<file path="src/rtl/fsm_array_pkg.sv">
// Shared types and default sizing for the multi-channel accumulate FSM array.
package fsm_array_pkg;

  typedef enum logic [1:0] {
    StIdle,
    StAcc,
    StDone
  } chan_state_e;

  localparam int unsigned NumChDefault  = 2;
  localparam int unsigned DataWDefault  = 8;
  localparam int unsigned AccWDefault   = 2 * DataWDefault;
  localparam int unsigned MaxLenDefault = 16;
  localparam bit          SatDefault    = 1'b1;

endpackage

</file>
<file path="src/rtl/fsm_array_chan.sv">
// One channel: start/stop accumulate engine with length limit, saturate-or-wrap
// arithmetic, registered result/overflow and a one-cycle done pulse.
module fsm_array_chan
  import fsm_array_pkg::*;
#(
  parameter int unsigned DATA_W  = DataWDefault,
  parameter int unsigned ACC_W   = AccWDefault,
  parameter int unsigned MAX_LEN = MaxLenDefault,
  parameter bit          SAT     = SatDefault
) (
  input  logic              clk_i,
  input  logic              rst_i,
  input  logic [DATA_W-1:0] data_i,
  input  logic              start_i,
  input  logic              stop_i,
  output logic [ACC_W-1:0]  result_o,
  output logic              done_o,
  output logic              ovf_o,
  output logic              busy_o
);

  localparam int unsigned CntW = $clog2(MAX_LEN + 1);
  localparam int unsigned SumW = ACC_W + 1;

  chan_state_e       state_q;
  logic [ACC_W-1:0]  acc_q;
  logic [CntW-1:0]   cnt_q;
  logic              ovf_run_q;
  logic [ACC_W-1:0]  result_q;
  logic              ovf_q;
  logic              done_q;

  logic [ACC_W-1:0]  data_ext;
  logic [SumW-1:0]   sum;
  logic              carry;
  logic [ACC_W-1:0]  acc_add;
  logic [CntW-1:0]   cnt_inc;
  logic              at_limit;

  always_comb begin
    data_ext = ACC_W'(data_i);
    sum      = {1'b0, acc_q} + SumW'(data_i);
    carry    = sum[ACC_W];
    acc_add  = (SAT && carry) ? {ACC_W{1'b1}} : sum[ACC_W-1:0];
    cnt_inc  = cnt_q + CntW'(1);
    at_limit = (cnt_inc == CntW'(MAX_LEN));
  end

  // Result/overflow/done are loaded on the edge that enters StDone so they are
  // valid during the single StDone cycle.
  always_ff @(posedge clk_i or posedge rst_i) begin
    if (rst_i) begin
      state_q   <= StIdle;
      acc_q     <= '0;
      cnt_q     <= '0;
      ovf_run_q <= 1'b0;
      result_q  <= '0;
      ovf_q     <= 1'b0;
      done_q    <= 1'b0;
    end else begin
      done_q <= 1'b0;
      unique case (state_q)
        StIdle: begin
          if (start_i) begin
            acc_q     <= data_ext;
            cnt_q     <= CntW'(1);
            ovf_run_q <= 1'b0;
            if (MAX_LEN == 1) begin
              state_q  <= StDone;
              result_q <= data_ext;
              ovf_q    <= 1'b0;
              done_q   <= 1'b1;
            end else begin
              state_q <= StAcc;
            end
          end
        end
        StAcc: begin
          if (stop_i) begin
            state_q  <= StDone;
            result_q <= acc_q;
            ovf_q    <= ovf_run_q;
            done_q   <= 1'b1;
          end else if (start_i) begin
            acc_q     <= data_ext;
            cnt_q     <= CntW'(1);
            ovf_run_q <= 1'b0;
          end else begin
            acc_q     <= acc_add;
            cnt_q     <= cnt_inc;
            ovf_run_q <= ovf_run_q | carry;
            if (at_limit) begin
              state_q  <= StDone;
              result_q <= acc_add;
              ovf_q    <= ovf_run_q | carry;
              done_q   <= 1'b1;
            end
          end
        end
        StDone: begin
          state_q <= StIdle;
        end
        default: begin
          state_q <= StIdle;
        end
      endcase
    end
  end

  assign result_o = result_q;
  assign ovf_o    = ovf_q;
  assign done_o   = done_q;
  assign busy_o   = (state_q != StIdle);

endmodule

</file>
<file path="src/rtl/fsm_array.sv">
// NUM_CH independent accumulate channels; the only shared output is any_done_o.
module fsm_array
  import fsm_array_pkg::*;
#(
  parameter int unsigned NUM_CH  = NumChDefault,
  parameter int unsigned DATA_W  = DataWDefault,
  parameter int unsigned ACC_W   = 2 * DATA_W,
  parameter int unsigned MAX_LEN = MaxLenDefault,
  parameter bit          SAT     = SatDefault
) (
  input  logic                           clk_i,
  input  logic                           rst_i,
  input  logic [NUM_CH-1:0][DATA_W-1:0]  data_i,
  input  logic [NUM_CH-1:0]              start_i,
  input  logic [NUM_CH-1:0]              stop_i,
  output logic [NUM_CH-1:0][ACC_W-1:0]   result_o,
  output logic [NUM_CH-1:0]              done_o,
  output logic [NUM_CH-1:0]              ovf_o,
  output logic [NUM_CH-1:0]              busy_o,
  output logic                           any_done_o
);

  for (genvar g = 0; g < NUM_CH; g++) begin : g_chan
    fsm_array_chan #(
      .DATA_W  (DATA_W),
      .ACC_W   (ACC_W),
      .MAX_LEN (MAX_LEN),
      .SAT     (SAT)
    ) u_chan (
      .clk_i    (clk_i),
      .rst_i    (rst_i),
      .data_i   (data_i[g]),
      .start_i  (start_i[g]),
      .stop_i   (stop_i[g]),
      .result_o (result_o[g]),
      .done_o   (done_o[g]),
      .ovf_o    (ovf_o[g]),
      .busy_o   (busy_o[g])
    );
  end

  assign any_done_o = |done_o;

endmodule
</file>
<file path="config.mk">
export PLATFORM = sky130hd
export DESIGN_NAME = fsm_array
export DESIGN_NICKNAME = d
export VERILOG_FILES = /design/src/rtl/fsm_array_pkg.sv /design/src/rtl/fsm_array_chan.sv /design/src/rtl/fsm_array.sv
export SDC_FILE = /design/constraint.sdc
export NUM_CORES = 1
export LEC_CHECK = 0
export ABC_AREA = 1
export CAP_MARGIN = 5
export CORE_UTILIZATION = 57
export DETAILED_ROUTE_END_ITERATION = 10
export PLACE_DENSITY = 0.9
export SLEW_MARGIN = 20
export SYNTH_ARGS = -nofsm -noshare
export SYNTH_HDL_FRONTEND = slang
export SYNTH_SLANG_ARGS = --single-unit
</file>
<file path="constraint.sdc">
create_clock -name clk_i -period 3.1 [get_ports clk_i]
set_clock_uncertainty 0.15 [all_clocks]
set_input_delay 0.465 -clock clk_i [delete_from_list [all_inputs] [get_ports clk_i]]
set_output_delay 0.465 -clock clk_i [all_outputs]
set_load 0.1 [all_outputs]
</file>
* After elaboration in Yosys (flattened, before gate mapping)
Cells that the tools add are included.
Storage, ports and cells: register bits 84, input bits 22, output and inout port bits 39, word-level logic and storage cells 105
Operators by class: add/subtract/negate cells 4, equal/unequal tests 14, mux-type cells 56, bitwise logic cells 2, reductions and logical operators 15
Operators with widths (count):
- $mux W16 | 14
- $pmux W16 S2 | 2
- $add A16 B8 Y17 | 2
- $mux W5 | 6
- $mux W1 | 20
- $pmux W5 S2 | 2
- $reduce_and A3 Y1 | 6
- $mux W2 | 8
- $reduce_bool A2 Y1 | 6
- $add A5 B1 Y5 const B | 2
- $eq A5 B5 Y1 const B | 2
- $ne A2 B2 Y1 const B | 4
- $pmux W2 S2 | 2
- $ne A3 B2 Y1 const B | 2
- $ne A3 B3 Y1 const B | 2
- $eq A2 B1 Y1 const B | 2
- $logic_not A2 Y1 | 2
- $ne A2 B1 Y1 const B | 2
- $pmux W1 S2 | 2
- $or A1 B1 Y1 | 2
- $reduce_or A2 Y1 | 1

* Longest topological paths before layout
depth in word-level cells 6, depth in mapped cells 13, depth with buffers taken out 13

* Cells and area by module
From an unflattened synthesis, not the netlist that was laid out.
Second synthesis, totals: cell total of the unflattened synthesis 777, area, all modules 5534.1 µm²
Modules (own cells, without submodules):
- fsm_array_chan | times used 2, cells each 387, area each 2761.4 µm², seq. area each 1051.0 µm²
- fsm_array | times used 1, cells each 3, area each 11.3 µm², seq. area each 0.0 µm²

* Worst setup path before layout
Ideal clock, no wire load.
path kind input-to-reg, from in data_i[8] in the netlist's numbering, to reg g_chan[1].u_chan.result_q[3], setup time 0.121 ns, arrival time 1.903 ns, required time 2.829 ns, slack 0.926 ns, stages 11, buffers on the path 0, path through ha_1 fa_1 nand2_1 nand2_1 nand4_2 nand2_2 nand2_2 inv_2 or2_0 o21ai_1 nand2_1
On the way: longest elaborated chain between the ends 5
Ends and longest elaborated chain:
- start: declaration | RTL line fsm_array.sv:13 | input logic [NUM_CH-1:0][DATA_W-1:0] data_i,
- $add A16 B8 Y17 | RTL line fsm_array_chan.sv:42 | sum = {1'b0, acc_q} + SumW'(data_i);
- $mux W16 | RTL line fsm_array_chan.sv:44 | acc_add = (SAT && carry) ? {ACC_W{1'b1}} : sum[ACC_W-1:0];
- $mux W16 | RTL line fsm_array_chan.sv:92 | if (at_limit) begin
- $mux W16 | RTL line fsm_array_chan.sv:84 | end else if (start_i) begin
- $mux W16 | RTL line fsm_array_chan.sv:79 | if (stop_i) begin
- end signal: assignment | RTL line fsm_array_chan.sv:70 | result_q <= data_ext;
- end signal: assignment | RTL line fsm_array_chan.sv:81 | result_q <= acc_q;
- end: declaration | RTL line fsm_array_chan.sv:29 | logic [ACC_W-1:0] result_q;
No other way between the ends. The select of a mux whose other input is x is not followed. A chain may end at the register's enable or synchronous reset.

* Worst setup path after layout
from in data_i[8] in the netlist's numbering, to reg g_chan[1].u_chan.result_q[8]
Same word-level chain as after synthesis.

==> reports/qor.csv <==
metric,value,unit
DIE HEIGHT,99.0,um
routed len/inst,14.4,um
"Max FO, Critical Path",14,
min Tclk post-route,2.51,ns
RR Endpoint,g_chan[1].u_chan.result_o[8],
total iterations of the first detailed-routing run,5,
unrepaired setup endpoints after global routing,no,
combinational fraction of design power,0.613,
Worst-Margin Slew,0.741,ns
NetSw,0.00358,W
clock sink count,84,
Worst setup SP type,input pin,
Seq pwr share,0.273,
Crit path required time,3.20,ns
Finish-stage setup viols,0,
H-Tree Level Count,3,
CTS root buf,clkbuf_8,
leakage,3.18,nW
Slew HR,0.506,
layout cells sized above 1,0.133,
area grow syn2layout,13.7,%
post-synthesis sequential area ratio,0.392,
CTS tree,done,
Core ar.,9150,sq um
crit path launch,data_i[8],
clk slew on worst S/H paths,0.10,ns
Crit path arrival time,2.61,ns
clock share of power,0.114,
std cell rows,35,
syn nets,794,
highest clock rate,398,MHz
Synth top cells by count,"246 x nand2_1, 87 x inv_1, 84 x dfrtp_1, 65 x nand3_1, 60 x nor2_1",
Synth Warn #,0,
Clock Latency Late Sink,0.36,ns
CTS max path bufs,2,
syn_area_per_cell,7.14,sq um
largest net degree at the start of global routing,51,
Nets,850,
Final Cycle Share,0.811,
fin. max-slew vios,0,
n_diodes,0,
via count,5070,
most used routing layer,met2,
R2R Setup Slk,0.74,ns
Detail Route Antenna Nets,0,
status,finished clean,
final setup TNS,0,ns
cell count after synthesis,751,
initial DRC count,287,
Post-CTS Repair Setup Buffers,0,
pwr dens,1030,nW/um^2
I/O pins,61,
GR Layer Usage met1,0.364,
initial core utilization,0.586,
Async SR Flop Fraction,1.00,
number of synthesized flops with an enable pin,0,
# port buffers,60,
DIE WIDTH,99.0,um
post-synth top area cell,dfrtp_1,
Synth area leaders,"dfrtp_1 39%, nand2_1 17%, inv_1 6.1%",
maximum VDD drop,0.000685,V
final hold vios,0,
reg2reg start,g_chan[1].u_chan.cnt_q[0],
Global Route met2 Usage,0.498,
WL final,13.3,mm
met3 usage,0.0383,
CP Class,input pin to register,
remaining design rule violation count,0,
Yosys reg bits,84,
Overall Power,0.00627,W
post-cts resize count,0,
Hold Path Class,input pin to async pin,
initial antenna violation count,0,
Max stage delay on crit path,0.45,ns
critical path's slowest cell,clkdlybuf4s50_1,
clock buffer count from CTS,9,
Pint,0.00270,W
first-pass GRT wire length,22.5,mm
dpl hpwl,9.65,mm
Via density,5.49,
Syn Std Cell Area,5360,sq um
Netlist cell types,43,
vias in the first global route,4957,
CP Capture Type,register,
most frequent cell after synthesis,nand2_1,
grt total ovfl,0,
top-area cell type share of the netlist area,0.392,
max cap viols,0,
R2R cell count,7,
Die Area,9800,sq um
CP cell instances,clkdlybuf4s50_1 -> ha_1 -> fa_1 -> nand2_1 -> nand2_1 -> nand4_2 -> nand2_2 -> nand2_2 -> buf_4 -> nand3_1 -> nor2_1 -> o21ai_0,
Fillers,793,
commonest register cell after synthesis,dfrtp_1,
Switching Share,0.570,
routability cong.,0.927,
overall routing resource usage,0.289,
cts hold-fix bufs,0,
## flip-flops by register name, indices dropped and copies added, names as in the netlist
name                     cells
g_chan.u_chan.acc_q         32
g_chan.u_chan.ovf_o          2
g_chan.u_chan.done_o         2
g_chan.u_chan.state_q        4
g_chan.u_chan.ovf_run_q      2
g_chan.u_chan.result_o      32
g_chan.u_chan.cnt_q         10
## power groups by stage
stage	clock network, W	logic (W)	registers [W]
3_3_place_gp	0	0.00374	0.00171
2_1_floorplan	0	0.00169	0.00306
3_5_place_dp	0	0.00382	0.00173
5_1_grt	0.000761	0.00413	0.00175
6_report	0.000712	0.00385	0.00171
4_1_cts	0.000726	0.00384	0.00171
## layer usage
layer | vias up | routed length [um]
li1 | 2493 | -
met1 | 2389 | 5790
met2 | 161 | 6400
met3 | 27 | 777
met4 | 0 | 334
met5 | - | 0
## through the flow
stage | worst slack, ns | util | cells | cell area (sq um) | hold WS [ns]
CTS | 0.597 | 0.666 | 923 | 6090 | 0.341
global placement | 0.323 | 0.647 | 907 | 5920 | 0.317
floorplan | 0.320 | - | 751 | 5360 | 0.304
finish | 0.585 | 0.666 | 923 | 6090 | 0.338
detailed placement | 0.230 | 0.647 | 907 | 5920 | 0.317
global route | 0.438 | 0.666 | 923 | 6090 | 0.362
## how the worst max path moves through the flow
stage,end,slack (ns),depth (start not counted)
final,g_chan[1].u_chan.result_o[8],0.59,12
after detailed placement,g_chan[1].u_chan.result_o[8],0.23,12
after global placement,g_chan[0].u_chan.result_o[8],0.32,13
after CTS,g_chan[1].u_chan.result_o[8],0.60,12
after global routing,g_chan[1].u_chan.result_o[8],0.44,12
after floorplan,g_chan[0].u_chan.acc_q[0],0.32,1
## kinds of logic after synthesis
family                     count (synthesis)  share of synthesized area
xor gates and xnor gates                   9                     0.0147
buffers and inverters                    120                     0.0971
and+or+nand+nor                          416                      0.334
AOI/OAI and AO/OA                        101                      0.111
adders and majority gates                 21                     0.0518
DFF                                       84                      0.392
## placed cells by master (no fill, tap or decap), types with 2 or more instances in the layout
| cell type | n |
|---|---|
| clkdlybuf4s50_1 | 21 |
| o21a_1 | 2 |
| nor3_1 | 4 |
| o211ai_1 | 3 |
| xor2_1 | 7 |
| nand3b_1 | 2 |
| nor2_1 | 60 |
| a21oi_2 | 8 |
| nor2_2 | 8 |
| o21bai_1 | 3 |
| clkinv_1 | 2 |
| o22ai_1 | 2 |
| inv_1 | 86 |
| o21ai_0 | 38 |
| nand2_1 | 246 |
| ha_1 | 19 |
| a21oi_1 | 23 |
| nand4_1 | 10 |
| or2_2 | 2 |
| nand3_2 | 3 |
| buf_4 | 47 |
| nand3_1 | 65 |
| clkbuf_1 | 2 |
| o21ai_1 | 15 |
| fa_1 | 2 |
| clkinvlp_4 | 2 |
| nor3_2 | 2 |
| clkbuf_8 | 10 |
| xnor2_1 | 2 |
| o21ai_2 | 2 |
| inv_2 | 7 |
| clkinv_2 | 3 |
| dfrtp_1 | 84 |
| nand2_2 | 8 |
## layout make-up
class                      instances  area (sq um)  area share
multi-input combinational        547          2740       0.449
tap                              111           139      0.0228
timing repair buffer              69           583      0.0957
clock inverter                     4          25.0     0.00411
sequential                        84          2100       0.345
clock buffer                      12           145      0.0238
inverter                          96           362      0.0593
## critical path, delay by kind of cell
kind,cells,cell delay [ns]
simple gates,7,0.73
fa+ha+maj,2,0.64
compound gates,1,0.10
buf+inv,2,0.66
Power figures use the tool's default switching activity.
